--- src/rtl/euler_defs.sv ---
// Shared definitions for the Euler integrator control path.
// Holds the sequencer state encodings and the default datapath widths; the
// Euler start FSM imports the same package so both agree on the encoding.
package euler_defs;

  localparam int unsigned StepWDefault = 16;  // step count / step index width
  localparam int unsigned LatWDefault  = 8;   // compute-timeout limit width

  localparam int unsigned StateW = 3;

  localparam logic [StateW-1:0] StIdle  = 3'd0;
  localparam logic [StateW-1:0] StIssue = 3'd1;
  localparam logic [StateW-1:0] StWait  = 3'd2;
  localparam logic [StateW-1:0] StWrite = 3'd3;
  localparam logic [StateW-1:0] StDone  = 3'd4;

endpackage

--- src/rtl/euler_wdt_counter.sv ---
// Compute-timeout watchdog for the Euler step sequencer.
// Counts enabled cycles since the last clear. expired is asserted in the
// cycle whose increment would make the count equal a nonzero limit, so the
// owner can leave its wait state on that same edge.
// Ports:
//   clk       - clock, state updates on the falling edge
//   rst_async - asynchronous active-high reset
//   rst_sync  - synchronous active-high reset
//   clear     - zero the count (wins over enable)
//   enable    - count this cycle
//   limit     - timeout limit in cycles, 0 disables expiry
//   expired   - limit reached this cycle
module euler_wdt_counter
  import euler_defs::*;
#(
  parameter int unsigned LAT_W = LatWDefault
) (
  input  logic             clk,
  input  logic             rst_async,
  input  logic             rst_sync,
  input  logic             clear,
  input  logic             enable,
  input  logic [LAT_W-1:0] limit,
  output logic             expired
);

  logic [LAT_W-1:0] cnt_q, cnt_d;

  always_comb begin
    cnt_d   = cnt_q + 1'b1;
    expired = enable && (limit != '0) && (cnt_d == limit);
  end

  always_ff @(negedge clk or posedge rst_async) begin
    if (rst_async) begin
      cnt_q <= '0;
    end else if (rst_sync || clear) begin
      cnt_q <= '0;
    end else if (enable) begin
      cnt_q <= cnt_d;
    end
  end

endmodule

--- src/rtl/euler_step_sequencer.sv ---
// Euler step sequencer: runs num_steps step computations on the arithmetic
// unit, each as ISSUE (unit_go pulse) -> WAIT (for unit_done) -> WRITE
// (x_we pulse), then reports completion with a one-cycle final_done.
// All outputs are registered and change on the same falling edge as the state.
// Ports:
//   clk          - clock, all state updates on the falling edge
//   rst_async    - asynchronous active-high reset
//   rst_sync     - synchronous active-high reset
//   start        - start pulse, honoured only in IDLE
//   num_steps    - step count, latched at start
//   calc_timeout - per-step wait limit in cycles (0 = none), latched at start
//   unit_done    - arithmetic unit result ready
//   unit_err     - arithmetic unit error, looked at only while waiting
//   unit_go      - launch one step computation
//   x_we         - state-vector write-back enable
//   step_idx     - index of the current step
//   busy         - run in progress, through the final_done cycle
//   final_done   - completion pulse
//   err          - sticky error, cleared by the next accepted start
module euler_step_sequencer
  import euler_defs::*;
#(
  parameter int unsigned STEP_W = StepWDefault,
  parameter int unsigned LAT_W  = LatWDefault
) (
  input  logic              clk,
  input  logic              rst_async,
  input  logic              rst_sync,
  input  logic              start,
  input  logic [STEP_W-1:0] num_steps,
  input  logic [LAT_W-1:0]  calc_timeout,
  input  logic              unit_done,
  input  logic              unit_err,
  output logic              unit_go,
  output logic              x_we,
  output logic [STEP_W-1:0] step_idx,
  output logic              busy,
  output logic              final_done,
  output logic              err
);

  logic [StateW-1:0] state_q, state_d;
  logic [STEP_W-1:0] steps_q, steps_d;
  logic [LAT_W-1:0]  timeout_q, timeout_d;
  logic [STEP_W-1:0] step_idx_q, step_idx_d;
  logic              unit_go_q, unit_go_d;
  logic              x_we_q, x_we_d;
  logic              busy_q, busy_d;
  logic              final_done_q, final_done_d;
  logic              err_q, err_d;

  logic wdt_clear;
  logic wdt_enable;
  logic wdt_expired;

  // The counter is zeroed while the step is being issued and runs only while
  // waiting for the result.
  assign wdt_clear  = (state_q == StIssue);
  assign wdt_enable = (state_q == StWait);

  euler_wdt_counter #(
    .LAT_W(LAT_W)
  ) u_wdt (
    .clk      (clk),
    .rst_async(rst_async),
    .rst_sync (rst_sync),
    .clear    (wdt_clear),
    .enable   (wdt_enable),
    .limit    (timeout_q),
    .expired  (wdt_expired)
  );

  // Pulse outputs are set on the transition into the state that owns them,
  // so they are registered yet aligned with that state.
  always_comb begin
    state_d      = state_q;
    steps_d      = steps_q;
    timeout_d    = timeout_q;
    step_idx_d   = step_idx_q;
    busy_d       = busy_q;
    err_d        = err_q;
    unit_go_d    = 1'b0;
    x_we_d       = 1'b0;
    final_done_d = 1'b0;

    case (state_q)
      StIdle: begin
        if (start) begin
          steps_d    = num_steps;
          timeout_d  = calc_timeout;
          step_idx_d = '0;
          err_d      = 1'b0;
          busy_d     = 1'b1;
          if (num_steps == '0) begin
            state_d      = StDone;
            final_done_d = 1'b1;
          end else begin
            state_d   = StIssue;
            unit_go_d = 1'b1;
          end
        end
      end
      StIssue: begin
        state_d = StWait;
      end
      StWait: begin
        // A result in the same cycle as an error or timeout still counts.
        if (unit_done) begin
          state_d = StWrite;
          x_we_d  = 1'b1;
        end else if (unit_err || wdt_expired) begin
          err_d        = 1'b1;
          state_d      = StDone;
          final_done_d = 1'b1;
        end
      end
      StWrite: begin
        // Compare against the last index rather than incrementing first, so
        // an all-ones step count finishes without step_idx wrapping.
        if (step_idx_q == steps_q - 1'b1) begin
          state_d      = StDone;
          final_done_d = 1'b1;
        end else begin
          step_idx_d = step_idx_q + 1'b1;
          state_d    = StIssue;
          unit_go_d  = 1'b1;
        end
      end
      StDone: begin
        state_d = StIdle;
        busy_d  = 1'b0;
      end
      default: begin
        state_d = StIdle;
        busy_d  = 1'b0;
      end
    endcase
  end

  always_ff @(negedge clk or posedge rst_async) begin
    if (rst_async) begin
      state_q      <= StIdle;
      steps_q      <= '0;
      timeout_q    <= '0;
      step_idx_q   <= '0;
      unit_go_q    <= 1'b0;
      x_we_q       <= 1'b0;
      busy_q       <= 1'b0;
      final_done_q <= 1'b0;
      err_q        <= 1'b0;
    end else if (rst_sync) begin
      state_q      <= StIdle;
      steps_q      <= '0;
      timeout_q    <= '0;
      step_idx_q   <= '0;
      unit_go_q    <= 1'b0;
      x_we_q       <= 1'b0;
      busy_q       <= 1'b0;
      final_done_q <= 1'b0;
      err_q        <= 1'b0;
    end else begin
      state_q      <= state_d;
      steps_q      <= steps_d;
      timeout_q    <= timeout_d;
      step_idx_q   <= step_idx_d;
      unit_go_q    <= unit_go_d;
      x_we_q       <= x_we_d;
      busy_q       <= busy_d;
      final_done_q <= final_done_d;
      err_q        <= err_d;
    end
  end

  assign unit_go    = unit_go_q;
  assign x_we       = x_we_q;
  assign step_idx   = step_idx_q;
  assign busy       = busy_q;
  assign final_done = final_done_q;
  assign err        = err_q;

endmodule

--- config.mk ---
export PLATFORM = sky130hd
export DESIGN_NAME = euler_step_sequencer
export DESIGN_NICKNAME = d
export VERILOG_FILES = /design/src/rtl/euler_defs.sv /design/src/rtl/euler_wdt_counter.sv /design/src/rtl/euler_step_sequencer.sv
export SDC_FILE = /design/constraint.sdc
export NUM_CORES = 1
export LEC_CHECK = 0
export CAP_MARGIN = 20
export CORE_ASPECT_RATIO = 2
export CORE_MARGIN = 3
export CORE_UTILIZATION = 35
export DETAILED_ROUTE_END_ITERATION = 8
export SETUP_SLACK_MARGIN = 0.2
export SLEW_MARGIN = 20
export SYNTH_ARGS = -nofsm -noshare
export SYNTH_HDL_FRONTEND = slang
export SYNTH_HIERARCHICAL = 1
export SYNTH_SLANG_ARGS = --single-unit
--- constraint.sdc ---
create_clock -name clk -period 4.55 [get_ports clk]
set_input_delay 0.91 -clock clk [delete_from_list [all_inputs] [get_ports clk]]
set_output_delay 0.91 -clock clk [all_outputs]
set_load 0.02 [all_outputs]
Yosys cells after proc, flatten, opt, wreduce, memory -nomap -nowiden
Cells that the tools add are included. Widths: inputs -> output; s select.

Bits in registers: 56. Output and inout bits: 21. Word-level logic and storage cells: 84.

$add $sub $neg: 3. Equal/unequal tests: 11. Multiplexer cells: 42. Reduce and logical (&&, ||, !) cells: 18.

Operators with widths (number): $mux 16 (6); $mux 8 (5); $pmux 16 s2 (1); $mux 1 (19); $mux 3 (6); $add 16x1->16 const B (1); $eq 16x16->1 (1); $logic_not 16->1 (1); $sub 16x1->16 const B (1); $ne 3x3->1 const B (4); $pmux 3 s4 (1); $add 8x1->8 const B (1); $eq 8x8->1 (1); $reduce_bool 8->1 (1); $eq 3x2->1 const B (2); $pmux 1 s2 (3); $reduce_and 2->1 (3); $reduce_bool 2->1 (3); $reduce_bool 3->1 (2); $ne 4x4->1 const B (1); $reduce_and 4->1 (1); $eq 3x1->1 const B (1); $logic_not 3->1 (1); $pmux 1 s3 (1); 5 further kinds (7).

Logic depth before layout (Yosys ltp)
Gate-level depths: netlist (run 1).

Depth in word-level cells: 8. Mapped depth: 10. Depth with buffers taken out: 9.

Modules after synthesis
The synthesis (run 1) kept the hierarchy.

By module, submodules not included: euler_step_sequencer (instances 1, cells each 382, area an instance 3055.4 µm², seq. area each 1201.2 µm²); euler_wdt_counter (instances 1, cells each 72, area an instance 643.1 µm², seq. area each 200.2 µm²).

==> results.py, run 1 <==
metrics = {
    "outcome": {
        "status": "finished clean",
    },
    "sta": {
        "fin_hold_ws_ns": 0.5057,
        "worst_pin_slew_ns": 0.8382,
        "slew_violations": 0,
        "rsz0062_at_grt": "yes",
        "max_slew_margin": 0.4412,
        "layout_setup_ws_ns": 0.2456,
        "setup_viol": 0,
        "finClkSkew_ns": 0.007951,
        "final-hold-violation-count": 0,
        "fin_tns_setup_ns": 0,
    },
    "route": {
        "num_vias": 3631,
        "routed_wirelength_um": 11300,
        "first_iter_violations": 220,
        "wl_per_cell_um": 17.14,
        "drcViolationCount": 0,
        "routed_via_density": 5.510,
        "dr.pass1.iters": 5,
        "detail-route-antenna-nets": 0,
    },
    "synth": {
        "ys_seq_area_frac": 0.3789,
        "avgSynthCellArea_um2": 8.147,
        "syn_area_um2": 3699,
        "synth_edf_count": 0,
        "ys_ff_latch": 56,
        "syn_nets": 487,
        "yosys_warnings": 6,
        "ys_async_sr_fraction": 1.000,
        "syn_inst": 454,
        "synth.distinct_cells": 58,
        "synthFlopType": "dfrtn_1",
    },
    "setup_path": {
        "reg2reg_depth": 9,
        "cp_slowest_cell": "dfrtn_1",
        "crit_cells": 1,
        "max_stage_delay_ns": 0.51,
        "critPathLaunchType": "register",
        "cp_top_family": "flip-flops",
        "r2r_start": "steps_q[0]",
        "cp.arrival_ns": 3.39,
        "startpoint": "step_idx[0]",
        "critPathBufInv": 1,
        "crit_path_end_kind": "output port",
        "cp_cell_sequence": "clkdlybuf4s15_2",
        "cp_max_fo": 6,
        "r2r_end": "unit_go",
        "criticalPathCategory": "reg -> out",
        "endpoint": "step_idx[0]",
        "cp.required_ns": 3.64,
        "rrSetupSlack_ns": 1.09,
    },
    "finish": {
        "fillers": 1035,
        "syn_to_final_growth_pct": 29.30,
        "design_area_um2": 4782,
        "diodes": 0,
        "nNetsFinal": 556,
        "layout_commonest_cell": "nand2_1",
        "drive_gt1_frac": 0.1718,
        "final_cell_mix": "nand2_1, dfrtn_1, a21oi_1",
        "instances_no_fill": 659,
        "post-route-util": 0.4682,
    },
    "floorplanning": {
        "core-area_um2": 10210,
        "die_width_um": 78.69,
        "initial_utilization": 0.3621,
        "die-area_um2": 11910,
        "die_h_um": 151.4,
        "io_pins": 51,
        "rows": 52,
    },
    "min_path": {
        "hp-class": "reg -> reg",
    },
    "clock_network": {
        "cts_tree": "done",
        "cts_hold_buf": 0,
        "clockBufferDepth": 2,
        "numClockSinks": 56,
        "clk_pin_slew_worst_paths_ns": 0.06,
        "clk_latency_ns": 0.32,
        "cts_max_level": 2,
        "cts_buffers": 5,
        "cts_root_buf": "clkbuf_16",
    },
    "global_route": {
        "grt_pass1_vias": 3652,
        "globalRouteOverflowTotal": 0,
        "grt_pass1_wl_um": 18510,
        "antenna_found_initial": 0,
        "grt_max_degree": 52,
        "track_usage": 0.1961,
    },
    "place": {
        "place_area_um2": 4576,
        "pre_cts_ws_ns": -0.5549,
        "numPortBuffers": 50,
        "dp_cells": 647,
        "dp_hpwl_um": 8056,
        "gp_congestion": 0.8963,
    },
    "power": {
        "vdd_ir_drop_max_uv": 150.0,
        "total_power_mw": 1.321,
        "power_density_nw_per_um2": 276.1,
        "leakagePower_nw": 2.043,
    },
    "job": {
        "maxCapViolations": 0,
    },
}
## worst min-delay path by stage
| stage | depth (start not counted) | to | slack [ns] | start |
|---|---|---|---|---|
| 4_1_cts | 2 | u_wdt/cnt_q[7] | 0.51 | u_wdt/cnt_q[7] |
| 6_report | 2 | u_wdt/cnt_q[7] | 0.51 | u_wdt/cnt_q[7] |
| 2_1_floorplan | 2 | u_wdt/cnt_q[7] | 0.47 | u_wdt/cnt_q[7] |
| 3_5_place_dp | 2 | u_wdt/cnt_q[7] | 0.50 | u_wdt/cnt_q[7] |
| 5_1_grt | 2 | u_wdt/cnt_q[7] | 0.55 | u_wdt/cnt_q[7] |
| 3_3_place_gp | 2 | u_wdt/cnt_q[7] | 0.49 | u_wdt/cnt_q[7] |
## cells by family after synthesis
group | count (synthesis) | share of synthesized area
buffers and inverters | 42 | 0.04499
XOR/XNOR | 33 | 0.07815
flip-flops | 56 | 0.3789
adder cells (fa/ha/maj) | 3 | 0.01015
multiplexers | 9 | 0.02673
AO/OA/AOI/OAI | 87 | 0.1461
AND/OR/NAND/NOR | 224 | 0.3150
## sequential cells by signal, summed over array words and instances, names as in the netlist
| register | count |
|---|---|
| state_q | 3 |
| timeout_q | 8 |
| busy | 1 |
| err | 1 |
| unit_go | 1 |
| final_done | 1 |
| x_we | 1 |
| u_wdt/cnt_q | 8 |
| step_idx | 16 |
| steps_q | 16 |
## layer usage
layer / track usage / share of wire / vias to the layer above
li1: - / - / 1764
met5: 0 / 0 / -
met1: 0.2167 / 0.39 / 1740
met4: 0.06130 / 0.018 / 0
met3: 0.02560 / 0.032 / 24
met2: 0.3786 / 0.56 / 103
## synth_stat cells, types with 5 or more instances
master,n,area [um^2]
a31oi_1,7,43.79
nand3b_1,5,37.54
o21ai_0,5,25.02
or4_1,15,112.6
nand4_1,6,37.54
o31ai_1,5,37.54
xor2_1,12,105.1
nand3_1,23,115.1
nor2_1,23,86.33
nor4_1,8,50.05
xnor2_1,21,183.9
dfrtn_1,56,1401
nor3_1,16,80.08
a21oi_1,44,220.2
inv_1,9,33.78
nand2_1,85,319.1
mux2_2,7,78.83
clkbuf_1,27,101.4
or3_1,10,62.56
## where the power goes
part / switching [mW] / leakage, nW / internal, mW
sequential: 0.0435 / 0.767 / 0.529
clock: 0.189 / 0.0766 / 0.218
combinational: 0.189 / 1.20 / 0.152
total: 0.422 / 2.04 / 0.899
## final cells by class
cell class | instances | area (um^2) | share of cell area
clock buffer | 6 | 138.9 | 0.02904
multi-input combinational | 358 | 2196 | 0.4592
inverter | 9 | 41.29 | 0.008634
sequential | 56 | 1401 | 0.2930
clock inverter | 2 | 10.01 | 0.002093
timing repair buffer | 93 | 825.8 | 0.1727
tap | 135 | 168.9 | 0.03532
## repair_timing
| item | CTS | global route |
|---|---|---|
| cloned | 1 | 1 |
| endpoints found under the setup margin | 66 | 12 |
| setup buffers | 1 | 1 |
| resized for setup | 50 | 10 |
| pin swaps | 6 | 7 |
| endpoints found under the hold margin | 0 | 0 |
Note: power is estimated with default switching activity, not from simulation.
==> run 2: changes to the inputs <==
--- a/config.mk
+++ b/config.mk
@@ -7,7 +7,6 @@
 export LEC_CHECK = 0
 export CAP_MARGIN = 20
 export CORE_ASPECT_RATIO = 2
-export CORE_MARGIN = 3
 export CORE_UTILIZATION = 35
 export DETAILED_ROUTE_END_ITERATION = 8
 export SETUP_SLACK_MARGIN = 0.2
==> run 2 against run 1 <==
  * Routed wire length is 3.1% lower
  * Clock skew is 0.0039 ns lower
  * Setup slack worse by 0.018 ns
  * Critical path depth stayed put
  * Power is 2.1% higher
  * Via count is 0.44% higher
  * First-iteration DRC count is 13% lower
  * Largest power group unchanged
  * Highest routed layer unchanged
==> results.py, run 2 (synthesis gave the netlist of run 1 again) <==
metrics = {
    "finish": {
        "multi_input_area_um2": 2193,
        "post-route-util": 0.4647,
        "final_cell_mix": "nand2_1, dfrtn_1, a21oi_1",
        "nNetsFinal": 550,
        "drive_gt1_frac": 0.1564,
        "fillers": 1055,
        "syn_to_final_growth_pct": 28.35,
        "layout_commonest_cell": "nand2_1",
        "seq_area_um2": 1401,
        "diodes": 0,
    },
    "clock_network": {
        "cts_hold_buf": 0,
        "cts_max_level": 2,
        "clk_latency_ns": 0.32,
        "cts_buffers": 5,
        "clockBufferDepth": 2,
        "cts_tree": "done",
        "clk_pin_slew_worst_paths_ns": 0.05,
        "numClockSinks": 56,
        "cts_root_buf": "clkbuf_16",
    },
    "power": {
        "leakagePower_nw": 2.021,
        "power_density_nw_per_um2": 284.0,
        "p_comb_frac": 0.245,
        "power.share.clock": 0.332,
        "total_power_mw": 1.348,
        "seq_power_share": 0.423,
        "netSwitchingPower_mw": 0.4173,
        "swShare": 0.3096,
        "intPower_mw": 0.9308,
        "vdd_ir_drop_max_uv": 179.5,
    },
    "outcome": {
        "status": "finished clean",
    },
    "sta": {
        "rsz0062_at_grt": "no",
        "setup_viol": 0,
        "fin_hold_ws_ns": 0.5151,
        "final-hold-violation-count": 0,
        "fin_tns_setup_ns": 0,
        "worst_pin_slew_ns": 0.8337,
        "max_slew_margin": 0.4442,
        "layout_setup_ws_ns": 0.2277,
        "slew_violations": 0,
        "finClkSkew_ns": 0.004070,
    },
    "setup_path": {
        "cp_slowest_cell": "dfrtn_1",
        "crit_cells": 1,
        "criticalPathCategory": "reg -> out",
        "reg2reg_depth": 9,
        "cp_max_fo": 4,
        "cp_top_family": "flip-flops",
        "critPathBufInv": 1,
        "cp.arrival_ns": 3.41,
        "critPathLaunchType": "register",
        "cp.required_ns": 3.64,
        "max_stage_delay_ns": 0.49,
        "cp_cell_sequence": "clkdlybuf4s15_1",
        "crit_path_end_kind": "output port",
    },
    "floorplanning": {
        "die_h_um": 147.4,
        "rows": 52,
        "core-area_um2": 10210,
        "initial_utilization": 0.3621,
        "die_width_um": 74.69,
        "io_pins": 51,
        "die-area_um2": 11010,
    },
    "global_route": {
        "track_usage": 0.2105,
        "grt_max_degree": 52,
        "grt_pass1_wl_um": 17940,
        "antenna_found_initial": 0,
        "globalRouteOverflowTotal": 0,
        "grt_pass1_vias": 3683,
    },
    "place": {
        "numPortBuffers": 50,
        "gp_congestion": 0.8664,
        "dp_hpwl_um": 7853,
        "pre_cts_ws_ns": -0.5004,
    },
    "route": {
        "dr.pass1.iters": 4,
        "routed_wirelength_um": 10940,
        "first_iter_violations": 192,
        "drcViolationCount": 0,
        "num_vias": 3647,
        "top_layer_used": "met4",
        "wl_per_cell_um": 16.76,
        "route.met2.wl_um": 6110,
        "detail-route-antenna-nets": 0,
        "met3WireLength_um": 338,
        "wl_met1_um": 4219,
        "routed_via_density": 5.585,
    },
    "job": {
        "maxCapViolations": 0,
    },
    "min_path": {
        "hold_path_depth": 2,
        "hp-class": "reg -> reg",
    },
}
[run 2: tightest hold or removal path, delay by kind of cell (launching register included)]
family | cells | cell delay, ns
xor gates and xnor gates | 1 | 0.14
and+or+nand+nor | 1 | 0.07
DFF | 1 | 0.38
[run 2: layout make-up]
type	count	area share
inverter	9	0.008698
timing repair buffer	87	0.1632
multi-input combinational	358	0.4620
clock inverter	3	0.008962
clock buffer	5	0.02636
tap	135	0.03558
sequential	56	0.2952
[run 2: path summary, 6_finish.rpt]
kind	from	endpoint	slack [ns]
max in group asynchronous	rst_async	steps_q[4]	0.99
max reg2reg	steps_q[0]	unit_go	1.04
min in group asynchronous	rst_async	unit_go	3.03
min reg2reg	u_wdt/cnt_q[7]	u_wdt/cnt_q[7]	0.52
max	step_idx[15]	step_idx[15]	0.23
min	u_wdt/cnt_q[7]	u_wdt/cnt_q[7]	0.52
[run 2: power by group through the flow]
stage | clock network (mW) | logic [mW] | registers [mW]
2_1_floorplan | 0 | 0.225 | 0.569
3_3_place_gp | 0 | 0.316 | 0.577
3_5_place_dp | 0 | 0.323 | 0.578
4_1_cts | 0.458 | 0.328 | 0.570
5_1_grt | 0.469 | 0.364 | 0.575
6_report | 0.447 | 0.330 | 0.571
[run 2: what timing repair did]
action / 4_1_cts / 5_1_grt
endpoints found under the setup margin: 66 / 17
gates resized for setup: 46 / 11
gates cloned: 2 / 0
pin swaps: 7 / 6
hold endpoints to repair: 0 / 0
buffers inserted: 1 / 1
[run 2: layer usage]
metal  up-vias  GRT usage
li1       1750          -
met1      1797     0.2323
met2        82     0.3932
met3        18    0.01909
met4         0    0.08491
met5         -          0
[run 2: per-stage QoR]
| step | cell area, um^2 | std cells |
|---|---|---|
| 6_report | 4747 | 653 |
| 5_1_grt | 4747 | 653 |
| 4_1_cts | 4710 | 652 |
| 3_5_place_dp | 4531 | 641 |
| 3_3_place_gp | 4531 | 641 |
| 2_1_floorplan | 3754 | 454 |
